**src/rtl/stage_pkg.sv**
```systemverilog
// rtl/stage_pkg.sv - shared stage encodings and defaults for the stage sequencer
package stage_pkg;

    localparam int STAGE_W              = 3;
    localparam int DEFAULT_MEM_WAIT_MAX = 15;

    typedef enum logic [STAGE_W-1:0] {
        ST_HALT = 3'd0,
        ST_FT   = 3'd1,
        ST_DC   = 3'd2,
        ST_EX   = 3'd3,
        ST_MA   = 3'd4,
        ST_WB   = 3'd5
    } stage_e;

endpackage

```
**src/rtl/mem_wait_timer.sv**
```systemverilog
// rtl/mem_wait_timer.sv - clearable wait counter that flags the cycle a memory wait expires
module mem_wait_timer #(
    parameter int MAX = 15
) (
    input  logic clk_i,
    input  logic rst_ni,
    input  logic clr_i,
    input  logic inc_i,
    output logic expire_o
);

    localparam int CW = (MAX > 0) ? $clog2(MAX + 1) : 1;
    localparam logic [CW-1:0] LAST = (MAX > 0) ? CW'(MAX - 1) : '0;

    logic [CW-1:0] cnt_q, cnt_d;

    always_comb begin
        cnt_d = cnt_q;
        if (clr_i) begin
            cnt_d = '0;
        end else if (inc_i) begin
            cnt_d = cnt_q + 1'b1;
        end
    end

    always_ff @(posedge clk_i or negedge rst_ni) begin
        if (!rst_ni) begin
            cnt_q <= '0;
        end else begin
            cnt_q <= cnt_d;
        end
    end

    // Expiry is the waiting cycle that would bring the count up to MAX.
    assign expire_o = (MAX > 0) && inc_i && (cnt_q == LAST);

endmodule

```
**src/rtl/stage_sequencer.sv**
```systemverilog
// rtl/stage_sequencer.sv - single-clock one-hot stage sequencer for the multicycle RV32 core
module stage_sequencer
    import stage_pkg::*;
#(
    parameter int FT_LAT       = 1,
    parameter int MEM_WAIT_MAX = DEFAULT_MEM_WAIT_MAX,
    parameter int SKIP_MA      = 1,
    parameter int CNT_W        = 32
) (
    input  logic               CLK,
    input  logic               RST,
    input  logic               run,
    input  logic               step,
    input  logic               halt_req,
    input  logic               clear_err,
    input  logic               rwmem,
    input  logic               mem_ready,
    output logic               mem_req,
    output logic               en_ft,
    output logic               en_dc,
    output logic               en_ex,
    output logic               en_ma,
    output logic               en_wb,
    output logic [STAGE_W-1:0] stage,
    output logic               halted,
    output logic               timeout_err,
    output logic [CNT_W-1:0]   instret
);

    localparam int FW = (FT_LAT > 1) ? $clog2(FT_LAT) : 1;
    localparam logic [FW-1:0] FT_LAST = FW'(FT_LAT - 1);

    stage_e           stage_q, stage_d;
    logic [FW-1:0]    ft_cnt_q, ft_cnt_d;
    logic             mem_q, mem_d;
    logic             step_mode_q, step_mode_d;
    logic             halt_pend_q, halt_pend_d;
    logic             err_q, err_d;
    logic [CNT_W-1:0] instret_q, instret_d;
    logic             wait_inc;
    logic             wait_expire;

    assign wait_inc = (stage_q == ST_MA) && mem_q && !mem_ready;

    mem_wait_timer #(
        .MAX(MEM_WAIT_MAX)
    ) u_wait (
        .clk_i   (CLK),
        .rst_ni  (RST),
        .clr_i   (stage_q != ST_MA),
        .inc_i   (wait_inc),
        .expire_o(wait_expire)
    );

    always_comb begin
        stage_d     = stage_q;
        ft_cnt_d    = '0;
        mem_d       = mem_q;
        step_mode_d = step_mode_q;
        halt_pend_d = halt_pend_q;
        err_d       = err_q;
        instret_d   = instret_q;

        if (stage_q != ST_HALT && halt_req) begin
            halt_pend_d = 1'b1;
        end
        if (clear_err) begin
            err_d = 1'b0;
        end

        case (stage_q)
            ST_HALT: begin
                if (!err_q) begin
                    if (run) begin
                        stage_d     = ST_FT;
                        step_mode_d = 1'b0;
                    end else if (step) begin
                        stage_d     = ST_FT;
                        step_mode_d = 1'b1;
                    end
                end
            end
            ST_FT: begin
                if (ft_cnt_q == FT_LAST) begin
                    stage_d = ST_DC;
                end else begin
                    ft_cnt_d = ft_cnt_q + 1'b1;
                end
            end
            ST_DC: begin
                stage_d = ST_EX;
            end
            ST_EX: begin
                // The memory flag is captured here so MA outputs stay registered decodes.
                mem_d = rwmem;
                if (rwmem || SKIP_MA == 0) begin
                    stage_d = ST_MA;
                end else begin
                    stage_d = ST_WB;
                end
            end
            ST_MA: begin
                if (!mem_q || mem_ready) begin
                    stage_d = ST_WB;
                end else if (wait_expire) begin
                    stage_d = ST_HALT;
                    err_d   = 1'b1;
                end
            end
            ST_WB: begin
                instret_d = instret_q + 1'b1;
                if (halt_pend_q || step_mode_q || !run) begin
                    stage_d = ST_HALT;
                end else begin
                    stage_d = ST_FT;
                end
            end
            default: begin
                stage_d = ST_HALT;
            end
        endcase

        if (stage_d == ST_HALT) begin
            halt_pend_d = 1'b0;
        end
    end

    always_ff @(posedge CLK or negedge RST) begin
        if (!RST) begin
            stage_q     <= ST_HALT;
            ft_cnt_q    <= '0;
            mem_q       <= 1'b0;
            step_mode_q <= 1'b0;
            halt_pend_q <= 1'b0;
            err_q       <= 1'b0;
            instret_q   <= '0;
        end else begin
            stage_q     <= stage_d;
            ft_cnt_q    <= ft_cnt_d;
            mem_q       <= mem_d;
            step_mode_q <= step_mode_d;
            halt_pend_q <= halt_pend_d;
            err_q       <= err_d;
            instret_q   <= instret_d;
        end
    end

    assign en_ft       = (stage_q == ST_FT);
    assign en_dc       = (stage_q == ST_DC);
    assign en_ex       = (stage_q == ST_EX);
    assign en_ma       = (stage_q == ST_MA) && (!mem_q || mem_ready);
    assign en_wb       = (stage_q == ST_WB);
    assign mem_req     = (stage_q == ST_MA) && mem_q;
    assign stage       = stage_q;
    assign halted      = (stage_q == ST_HALT);
    assign timeout_err = err_q;
    assign instret     = instret_q;

endmodule

```
**config.mk**
```make
export PLATFORM = sky130hd
export DESIGN_NAME = stage_sequencer
export DESIGN_NICKNAME = d
export VERILOG_FILES = /design/src/rtl/stage_pkg.sv /design/src/rtl/mem_wait_timer.sv /design/src/rtl/stage_sequencer.sv
export SDC_FILE = /design/constraint.sdc
export NUM_CORES = 1
export LEC_CHECK = 0
export ABC_AREA = 1
export BUFFER_PORTS_ARGS = -buffer_cell sky130_fd_sc_hd__buf_4
export CORE_MARGIN = 8
export CORE_UTILIZATION = 59
export DETAILED_ROUTE_END_ITERATION = 7
export HOLD_SLACK_MARGIN = 0.12
export PLACE_DENSITY_LB_ADDON = 0.2
export SLEW_MARGIN = 5
export SYNTH_ARGS = -nofsm -noshare
export SYNTH_HDL_FRONTEND = slang
export SYNTH_SLANG_ARGS = --single-unit
```
**constraint.sdc**
```tcl
create_clock -name CLK -period 2.1 [get_ports CLK]
set_input_delay 0.315 -clock CLK [delete_from_list [all_inputs] [get_ports CLK]]
set_output_delay 0.315 -clock CLK [all_outputs]
set_load 0.01 [all_outputs]
```
==> impl_metrics.yaml <==
synth:
  synth_edf_count: 0
  yosys_most_used_dff: "dfrtp_1"
  ys_async_sr_fraction_pct: 100
  yosysTopAreaCellShare_pct: 41.3
  synth_nets: 398
  yosysSeqAreaShare_pct: 41.3
  synth.most_common_cell: "nand2_1"
  avgSynthCellArea_um2: 6.74
  synth_seq_cells: 43
  yosysUniqueCellTypes: 23
  ys_warn_count: 0
  synth_common_cells: "155 x nand2_1, 64 x nor2_1, 48 x inv_1, 43 x dfrtp_1, 21 x nand3_1"
  syn_inst: 387
  synth_area_mm2: 0.00261
  synth_top_cell_by_area: "dfrtp_1"
  synth.area.top_cells: "dfrtp_1 41%, nand2_1 22%, nor2_1 9.2%, inv_1 6.9%, nand3_1 4.0%"
floorplanning:
  start_util_pct: 60.7
  die_y_um: 82.5
  core_mm2: 0.00429
  dieArea_mm2: 0.00680
  die_w_um: 82.5
  ioPinCount: 51
  row_count: 24
global_routing:
  grt_max_degree: 44
  gr-total-overflow: 0
  antenna_found_initial: 0
  grt_pass1_vias: 2537
  grtUsageTotal_pct: 21.2
  grt_pass1_wl_um: 11300
sta:
  period_needed_ns: 1.72
  fin_skew_ns: 0.0102
  rsz0062_at_grt: "no"
  fin_crit_sh_pct: 81.7
  max_freq_ghz: 0.583
  fin_setup_tns_ns: 0
  fin_ws_ns: 0.384
  relSlewSlack_pct: 64.1
  worst_pin_slew_ns: 0.539
  finalSetupViolations: 0
  hold_viol: 0
  drv_slew: 0
placement:
  dp_hpwl_um: 5110
  port_buffers: 50
  place_congestion: 0.901
  place_area_mm2: 0.00304
  dp_slack_ns: 0.502
setup_path:
  arrival_ns: 1.40
  cp_max_fo: 6
  crit_path_end_kind: "output pin"
  cp_slowest_cell: "dfrtp_1"
  critical_path_required_ns: 1.78
  slowest_delay_ns: 0.51
  crit_family: "flip-flops"
  cp_num_buf_inv: 2
  crit_chain: "inv_2 > nand3_2 > nor2_1 > buf_4"
  critPathKind: "reg -> out"
  worstSetupStartpointType: "flip-flop"
  rrSetupSlack_ns: 0.51
layout:
  diodes: 0
  postLayoutCoreUtil_pct: 73.7
  drive_gt1_share_pct: 16.7
  multi_input_area_mm2: 0.00133
  n_fill_cell: 359
  fin_area_mm2: 0.00317
  area_growth_pct: 21.4
  seq_area_mm2: 0.00108
  finalNetCount: 454
cts:
  clk_path_buf_depth: 2
  clk_pin_slew_worst_paths_ns: 0.08
  numCtsBuffers: 5
  clk_latency_ns: 0.30
  cts_setup_buffers: 0
  cts_root_buffer: "clkbuf_8"
  cts_tree: "done"
  htreeDepth: 2
  clock_sinks: 43
power_and_ir_drop:
  p_leak_nw: 1.63
  p_comb_share_pct: 27.2
  p_sw_share_pct: 34.3
  p_per_area_mw_per_mm2: 748
  p_clk_share_pct: 28.1
  intPower_w: 0.00156
  p_sw_w: 0.000812
  peakVddDrop_uv: 839
  pwr-share-seq_pct: 44.8
drt:
  routed_wl_um: 6530
  routedWlPerCell_um: 13.2
  drc_errors: 0
  num_vias: 2515
  vias_per_cell: 5.07
  drtPass1Iterations: 4
  drtAntennaViolNets: 0
  drt_iter0_markers: 171
flow_run:
  cap_violations: 0
status:
  status: "completed"
min_path:
  hp-class: "in -> reg"
==> registers in the layout (all words and copies together), names as in the netlist <==
signal	count
timeout_err	1
stage	3
step_mode_q	1
u_wait.cnt_q	4
mem_q	1
instret	32
halt_pend_q	1
==> area by class of cell <==
cell class | instances | share of cell area, %
multi-input cells | 291 | 42.0
clock buffers | 5 | 2.17
flip-flops and latches | 43 | 34.0
clock inverters | 3 | 1.50
inverters | 50 | 5.93
well taps | 52 | 2.05
repair buffers | 52 | 12.4
==> layout by cell type, fill, tap and decap left out <==
master and instances:
nor2_8 1, inv_6 1, clkbuf_8 5, nand3_2 3, nor2_1 64, inv_1 48, nor2_2 5, nor3_1 1
dfrtp_1 43, inv_2 2, nand3b_1 2, o21ai_0 6, o21ai_1 1, ha_1 3, nor3_4 1, nand2_2 2
bufinv_16 1, nand2_1 155, nand3_1 21, nand4_2 1, xnor2_1 6, xor2_1 8, a21oi_1 4, dlygate4sd3_1 1
clkinv_4 1, o22ai_1 1, nand4_1 6, buf_4 51
==> kinds of logic after synthesis <==
logic type                 after synthesis  share of synthesized area, %
buffers and inverters                   53                          7.77
DFF                                     43                          41.3
xor gates and xnor gates                14                          4.70
AOI/OAI and AO/OA                       12                          2.35
adders and majority gates                3                          1.44
and+or+nand+nor                        262                          42.5
==> per-layer routing <==
metal | wire length, µm | GRT usage [%]
met5 | 0 | 0
met3 | 475 | 5.19
met4 | 88 | 7.37
met2 | 3230 | 37.0
met1 | 2740 | 24.7
==> per-stage QoR <==
stage	instances	total power [W]	hold WS [ns]
global route	496	0.00253	0.177
global placement	487	0.00170	0.334
CTS	496	0.00239	0.182
finish	496	0.00237	0.195
floorplan	387	0.00143	0.0194
detailed placement	487	0.00173	0.329
==> repair_timing <==
item / CTS / global route
hold endpoints to repair: 43 / 0
hold buffers: 1 / 0
setup endpoints to repair: 0 / 0
gates resized for setup: 0 / 0
==> power by group through the flow <==
stage,combinational (W),sequential [W],clock (W)
3_3_place_gp,0.000632,0.00107,0
2_1_floorplan,0.000358,0.00107,0
4_1_cts,0.000651,0.00106,0.000680
5_1_grt,0.000735,0.00108,0.000709
6_report,0.000643,0.00106,0.000665
3_5_place_dp,0.000649,0.00108,0
==> path summary, 6_finish.rpt <==
kind                                         startpoint                       to  cells past startpoint
max in group asynchronous                           RST  instret[13]$_DFFE_PN0P_                      2
min in group asynchronous                           RST    timeout_err$_DFF_PN0_                      2
worst max-delay path                 stage[1]$_DFF_PN0_                    en_ma                      4
worst min register to register  step_mode_q$_DFFE_PN0P_  step_mode_q$_DFFE_PN0P_                      2
worst min-delay path                          clear_err    timeout_err$_DFF_PN0_                      2
worst max register to register       stage[2]$_DFF_PN0_  instret[19]$_DFFE_PN0P_                      7
==> worst reg2reg max path, cell delays in order, from the launching register on <==
cell	delay, ns
dfrtp_1	0.51
nand2_2	0.14
nor2_8	0.26
nand3_1	0.19
nor2_2	0.18
nand4_1	0.10
nand2_1	0.07
nand2_1	0.05
Note: power is estimated with default switching activity, not from simulation.
